<file path="config.mk">
export PLATFORM = sky130hd
export DESIGN_NAME = rv32i_mem_port
export DESIGN_NICKNAME = d
export VERILOG_FILES = /design/src/rtl/rv32i_mem_port_pkg.sv /design/src/rtl/rv32i_lane_align.sv /design/src/rtl/rv32i_mem_port.sv
export SDC_FILE = /design/constraint.sdc
export NUM_CORES = 1
export LEC_CHECK = 0
export CORE_MARGIN = 10
export CORE_UTILIZATION = 53
export CTS_BUF_LIST = sky130_fd_sc_hd__clkbuf_16
export DETAILED_ROUTE_END_ITERATION = 10
export GPL_ROUTABILITY_DRIVEN = 0
export PLACE_DENSITY = 0.83
export SLEW_MARGIN = 20
export SYNTH_ARGS = -nofsm -noshare
export SYNTH_HDL_FRONTEND = slang
export SYNTH_SLANG_ARGS = --single-unit
</file>
<file path="constraint.sdc">
create_clock -name clk_i -period 4.4 [get_ports clk_i]
set_input_delay 0.88 -clock clk_i [delete_from_list [all_inputs] [get_ports clk_i]]
set_output_delay 0.88 -clock clk_i [all_outputs]
set_load 0.01 [all_outputs]
</file>
<file path="src/rtl/rv32i_mem_port_pkg.sv">
// Shared definitions for the rv32i memory port: width codes, FSM states and helpers.
package rv32i_mem_port_pkg;

    localparam logic [2:0] F3_B  = 3'b000;
    localparam logic [2:0] F3_H  = 3'b001;
    localparam logic [2:0] F3_W  = 3'b010;
    localparam logic [2:0] F3_BU = 3'b100;
    localparam logic [2:0] F3_HU = 3'b101;

    localparam logic [1:0] SZ_BYTE = 2'b00;
    localparam logic [1:0] SZ_HALF = 2'b01;
    localparam logic [1:0] SZ_WORD = 2'b10;

    typedef enum logic [1:0] {
        ST_IDLE = 2'b00,
        ST_LO   = 2'b01,
        ST_HI   = 2'b10,
        ST_RESP = 2'b11
    } state_e;

    function automatic logic funct3_ok(input logic write, input logic [2:0] f3);
        if (write) begin
            return (f3 == F3_B) || (f3 == F3_H) || (f3 == F3_W);
        end
        return (f3 == F3_B) || (f3 == F3_H) || (f3 == F3_W) ||
               (f3 == F3_BU) || (f3 == F3_HU);
    endfunction

    // Extends either the low byte or the full halfword; signed_en = 0 zero-extends.
    function automatic logic [31:0] sign_ext(input logic [15:0] val,
                                             input logic        is_byte,
                                             input logic        signed_en);
        logic msb;
        msb = signed_en & (is_byte ? val[7] : val[15]);
        if (is_byte) begin
            return {{24{msb}}, val[7:0]};
        end
        return {{16{msb}}, val};
    endfunction

endpackage

</file>
<file path="src/rtl/rv32i_lane_align.sv">
// Combinational lane steering: read byte/half select with extension, write byte enables
// and byte replication onto the 16-bit bus.
module rv32i_lane_align
    import rv32i_mem_port_pkg::*;
(
    input  logic        write_i,
    input  logic [2:0]  funct3_i,
    input  logic        lane_i,
    input  logic        hi_i,
    input  logic [31:0] rraw_i,
    input  logic [31:0] wdata_i,
    output logic [31:0] rdata_o,
    output logic [1:0]  be_o,
    output logic [15:0] wdata_o
);

    logic [7:0] rbyte;

    always_comb begin
        rdata_o = '0;
        be_o    = '0;
        wdata_o = '0;
        rbyte   = lane_i ? rraw_i[15:8] : rraw_i[7:0];
        case (funct3_i[1:0])
            SZ_BYTE: begin
                rdata_o = sign_ext({8'h00, rbyte}, 1'b1, !funct3_i[2]);
                be_o    = lane_i ? 2'b10 : 2'b01;
                wdata_o = {2{wdata_i[7:0]}};
            end
            SZ_HALF: begin
                rdata_o = sign_ext(rraw_i[15:0], 1'b0, !funct3_i[2]);
                be_o    = 2'b11;
                wdata_o = wdata_i[15:0];
            end
            SZ_WORD: begin
                rdata_o = rraw_i;
                be_o    = 2'b11;
                wdata_o = hi_i ? wdata_i[31:16] : wdata_i[15:0];
            end
            default: ;
        endcase
        if (!write_i) begin
            wdata_o = '0;
        end
    end

endmodule

</file>
<file path="src/rtl/rv32i_mem_port.sv">
// Splits 32-bit load/store/fetch requests into one or two 16-bit bus cycles.
// Build option: RV32I_MISALIGNED_TRAP_EN reports misaligned half/word as an error.
//
//  state   | meaning
//  IDLE    | ready; latches an accepted request
//  LO      | strobe on the low halfword, wait for ack
//  HI      | strobe on the high halfword (word accesses only)
//  RESP    | one-cycle response pulse
module rv32i_mem_port
    import rv32i_mem_port_pkg::*;
#(
    parameter int XLEN   = 32,
    parameter int ADDR_W = 32,
    parameter int BUS_W  = 16
) (
    input  logic              clk_i,
    input  logic              reset_i,
    input  logic              req_valid_i,
    output logic              req_ready_o,
    input  logic              req_write_i,
    input  logic [2:0]        req_funct3_i,
    input  logic [ADDR_W-1:0] req_addr_i,
    input  logic [XLEN-1:0]   req_wdata_i,
    output logic              rsp_valid_o,
    output logic [XLEN-1:0]   rsp_rdata_o,
    output logic              rsp_err_o,
    output logic [ADDR_W-1:0] bus_addr_o,
    output logic              bus_rd_o,
    output logic              bus_wr_o,
    output logic [1:0]        bus_be_o,
    output logic [BUS_W-1:0]  bus_wdata_o,
    input  logic [BUS_W-1:0]  bus_rdata_i,
    input  logic              bus_ack_i
);

    state_e              state_q, state_d;
    logic                write_q;
    logic [2:0]          funct3_q;
    logic [ADDR_W-1:0]   addr_q;
    logic [XLEN-1:0]     wdata_q;
    logic [BUS_W-1:0]    lo_q;
    logic [XLEN-1:0]     rdata_q;
    logic                err_q;

    logic                accept;
    logic                bad_f3;
    logic                misal;
    logic                req_err;
    logic [ADDR_W-1:0]   addr_acc;
    logic                strobe;
    logic                is_word_q;
    logic [XLEN-1:0]     rraw;
    logic [XLEN-1:0]     align_rdata;
    logic [1:0]          align_be;
    logic [BUS_W-1:0]    align_wdata;
    logic [ADDR_W-1:0]   base_addr;

    assign accept    = req_valid_i && (state_q == ST_IDLE);
    assign bad_f3    = !funct3_ok(req_write_i, req_funct3_i);
    assign req_err   = bad_f3 || misal;
    assign strobe    = (state_q == ST_LO) || (state_q == ST_HI);
    assign is_word_q = (funct3_q[1:0] == SZ_WORD);
    assign base_addr = {addr_q[ADDR_W-1:1], 1'b0};

`ifdef RV32I_MISALIGNED_TRAP_EN
    assign misal = ((req_funct3_i[1:0] == SZ_HALF) && req_addr_i[0]) ||
                   ((req_funct3_i[1:0] == SZ_WORD) && (req_addr_i[1:0] != 2'b00));
    assign addr_acc = req_addr_i;
`else
    assign misal = 1'b0;
    always_comb begin
        addr_acc = req_addr_i;
        if (req_funct3_i[1:0] == SZ_HALF) begin
            addr_acc[0] = 1'b0;
        end
        if (req_funct3_i[1:0] == SZ_WORD) begin
            addr_acc[1:0] = 2'b00;
        end
    end
`endif

    // The high half is only meaningful on the HI ack, when lo_q already holds the low half.
    always_comb begin
        rraw = {{(XLEN-BUS_W){1'b0}}, bus_rdata_i};
        if (state_q == ST_HI) begin
            rraw = {bus_rdata_i, lo_q};
        end
    end

    rv32i_lane_align u_align (
        .write_i  (write_q),
        .funct3_i (funct3_q),
        .lane_i   (addr_q[0]),
        .hi_i     (state_q == ST_HI),
        .rraw_i   (rraw),
        .wdata_i  (wdata_q),
        .rdata_o  (align_rdata),
        .be_o     (align_be),
        .wdata_o  (align_wdata)
    );

    always_comb begin
        state_d = state_q;
        case (state_q)
            ST_IDLE: if (accept) state_d = req_err ? ST_RESP : ST_LO;
            ST_LO:   if (bus_ack_i) state_d = is_word_q ? ST_HI : ST_RESP;
            ST_HI:   if (bus_ack_i) state_d = ST_RESP;
            ST_RESP: state_d = ST_IDLE;
            default: state_d = ST_IDLE;
        endcase
    end

    always_comb begin
        req_ready_o = (state_q == ST_IDLE);
        rsp_valid_o = (state_q == ST_RESP);
        rsp_err_o   = (state_q == ST_RESP) && err_q;
        rsp_rdata_o = (state_q == ST_RESP) ? rdata_q : '0;
        bus_addr_o  = '0;
        bus_rd_o    = 1'b0;
        bus_wr_o    = 1'b0;
        bus_be_o    = '0;
        bus_wdata_o = '0;
        if (strobe) begin
            bus_addr_o  = (state_q == ST_HI) ? base_addr + ADDR_W'(2) : base_addr;
            bus_rd_o    = !write_q;
            bus_wr_o    = write_q;
            bus_be_o    = align_be;
            bus_wdata_o = align_wdata;
        end
    end

    always_ff @(posedge clk_i or negedge reset_i) begin
        if (!reset_i) begin
            state_q <= ST_IDLE;
        end else begin
            state_q <= state_d;
        end
    end

    always_ff @(posedge clk_i or negedge reset_i) begin
        if (!reset_i) begin
            write_q  <= 1'b0;
            funct3_q <= '0;
            addr_q   <= '0;
            wdata_q  <= '0;
            lo_q     <= '0;
            rdata_q  <= '0;
            err_q    <= 1'b0;
        end else begin
            if (accept) begin
                write_q  <= req_write_i;
                funct3_q <= req_funct3_i;
                addr_q   <= addr_acc;
                wdata_q  <= req_wdata_i;
                rdata_q  <= '0;
                err_q    <= req_err;
            end
            if ((state_q == ST_LO) && bus_ack_i) begin
                lo_q <= bus_rdata_i;
                if (!write_q && !is_word_q) begin
                    rdata_q <= align_rdata;
                end
            end
            if ((state_q == ST_HI) && bus_ack_i && !write_q) begin
                rdata_q <= align_rdata;
            end
        end
    end

endmodule
</file>
==> metrics.yaml <==
global_routing:
  grt_pass1_vias: 5628
  grt_first_pass_wirelength_mm: 29.99
  globalRouteOverflowTotal: 0
  antenna_found_initial: 1
  grt_max_degree: 55
  grt_usage_pct: 22.42
yosys:
  synth_top_area_share_pct: 46.12
  synth_edf_count: 0
  syn_inst: 578
  syn_nets: 677
  ys_types: 48
  synth.area.top_cells: "dfrtp_1 (46%), mux2_2 (17%), and2_1 (3.6%), mux2i_1 (3.1%), nor2_1 (2.5%)"
  synth_common_cells: "dfrtp_1 (119), mux2_2 (98), nor2_1 (43)"
  synth.largest_area_cell: "dfrtp_1"
  ys_ff_latch: 119
  netlist_area_um2: 6457
  post-synth-top-count-cell: "dfrtp_1"
  synth-seq-area-share_pct: 46.12
  ys.flop_type: "dfrtp_1"
  async_flop_share_pct: 100.0
  yosys_warnings: 0
  avgSynthCellArea_um2: 11.17
route:
  drc_errors: 0
  vias: 5418
  dr.first_iter.drc_count: 447
  dr.pass1.iters: 5
  drtAntennaViolNets: 0
  wl_mm: 18.81
  vias_per_cell: 6.040
  routedWlPerCell_um: 20.97
critical_path:
  cp_slowest_cell: "clkdlybuf4s50_1"
  r2r_slack_ps: 1630
  reg2reg_to: "rdata_q[27]"
  worstPathCellList: "inv_1 -> ha_2 -> buf_4 -> and4_1 -> nand3_1 -> or4_1 -> a21oi_1 -> clkdlybuf4s50_1"
  rr_startpoint: "state_q[0]"
  crit_type: "reg2out"
  r2r_cells: 7
  cp.required_ps: 3520
  cpPeakStageDelay_ps: 590
  path_max_fanout: 14
  critPathLaunch: "state_q[0]"
  critPathCaptureType: "output pin"
  start_kind: "register"
  cp.arrival_ps: 3320
layout:
  layout.nets: 837
  post-route-util_pct: 73.28
  seq_area_um2: 2978
  syn_to_final_growth_pct: 35.75
  stdcell_count: 897
  drive_gt1_share_pct: 18.29
  fill_cells: 854
  multi_input_area_um2: 3252
floorplanning:
  num_rows: 40
  initial_core_util_pct: 53.99
  die-area_um2: 17000
  fp.dieH_um: 130.4
  top_level_ports: 175
  coreArea_um2: 11960
  die_w_um: 130.4
power:
  p_per_area_nw_per_um2: 744.4
  ir_worst_vdd_mv: 0.3444
  total_power_mw: 6.526
  power_leakage_nw: 3.663
placement:
  hpwl_mm: 13.61
  port_buffers: 173
  dp.cells: 863
  pre_cts_slack_ps: 672.3
run:
  max-cap-violations: 0
clock_network:
  cts_resized: 0
  cts_tree: "yes"
  htreeDepth: 4
  hold_buffers: 0
  insertion_delay_ps: 410
  cts-root-buf: "clkbuf_16"
  ctsLongestPathBuffers: 2
  clock-sinks: 119
  post_cts_buffers: 0
  path_clk_slew_ps: 50
  cts_buffers: 17
sta:
  min_period_over_period_pct: 95.48
  rsz0062_at_grt: "no"
  setup_viol: 0
  worst_pin_slew_ps: 1001
  fmax_ghz: 0.2380
  fin_ws_ps: 199.0
  final-hold-violation-count: 0
  tns_ps: 0
  layout_min_cycle_time_ps: 4201
  drv_slew: 0
  max_slew_margin_pct: 32.77
  finClkSkew_ps: 6.151
worst_hold_path:
  hp-start: "rdata_q[12]"
  min_path_cells: 1
  min_path_type: "reg2reg"
  min_to: "rdata_q[12]"
status:
  status: "finished clean"
## final cells by class
cell class | count | area share, %
tap | 147 | 2.098
multi-input combinational | 406 | 37.10
clock inverter | 13 | 0.8992
timing repair buffer | 183 | 20.58
inverter | 11 | 0.4710
antenna | 1 | 0.02855
sequential | 119 | 33.97
clock buffer | 17 | 4.853
## critical path: cells and delay by family, from the launching register on
| kind | cells | cell delay [ps] |
|---|---|---|
| AOI/OAI and AO/OA | 1 | 200 |
| DFF | 1 | 440 |
| buffers and inverters | 3 | 980 |
| adders and majority gates | 1 | 220 |
| and+or+nand+nor | 3 | 1070 |
## sequential cells by signal (all words and copies together), names as in the netlist
signal / cells
rdata_q: 32
write_q: 1
funct3_q: 3
wdata_q: 32
addr_q: 32
err_q: 1
lo_q: 16
state_q: 2
## report_power, final
| group | switching (mW) | internal, mW |
|---|---|---|
| combinational | 1.53 | 1.71 |
| sequential | 0.451 | 1.63 |
| clock | 0.456 | 0.744 |
| total | 2.44 | 4.08 |
## kinds of logic (layout without fill, tap and decap cells)
group	Yosys count	after routing	share of synthesized area, %
compound gates	109	109	12.92
xor+xnor	10	10	1.356
fa+ha+maj	11	11	2.131
buf+inv	53	224	3.604
flops	119	119	46.12
mux	118	118	20.19
other cells	1	2	0.05807
simple gates	157	157	13.62
## worst max path at each step
stage | slack, ps | endpoint | depth (start not counted)
after floorplan | 1500 | bus_addr_o[19] | 8
after global placement | 810 | bus_addr_o[19] | 8
after detailed placement | 670 | bus_addr_o[31] | 8
after CTS | 220 | bus_addr_o[31] | 8
after global routing | 50 | bus_addr_o[31] | 8
final | 200 | bus_addr_o[31] | 8
## routing by layer
metal | part of all wire, % | GRT usage, % | vias up
li1 | - | - | 2473
met1 | 40 | 26.48 | 2673
met2 | 50 | 37.66 | 236
met3 | 7.7 | 6.245 | 36
met4 | 2.4 | 9.549 | 0
met5 | 0 | 0 | -
## layout by cell type, fill, tap and decap left out, drive strengths merged, types with 11 or more instances in the layout
master,n
a21oi,20
a221o,16
and2,37
buf,11
clkbuf,17
clkdlybuf4s50,172
dfrtp,119
ha,11
inv,16
mux2,98
mux2i,20
nand2,19
nand3,11
nor2,43
o31ai,13
or4,11
## per-stage QoR
step	area (um^2)	hold slack [ps]
floorplan	6457	450.2
global placement	8237	463.6
detailed placement	8237	472.1
CTS	8741	483.7
global route	8766	498.1
finish	8766	482.1
Power figures use the tool's default switching activity.
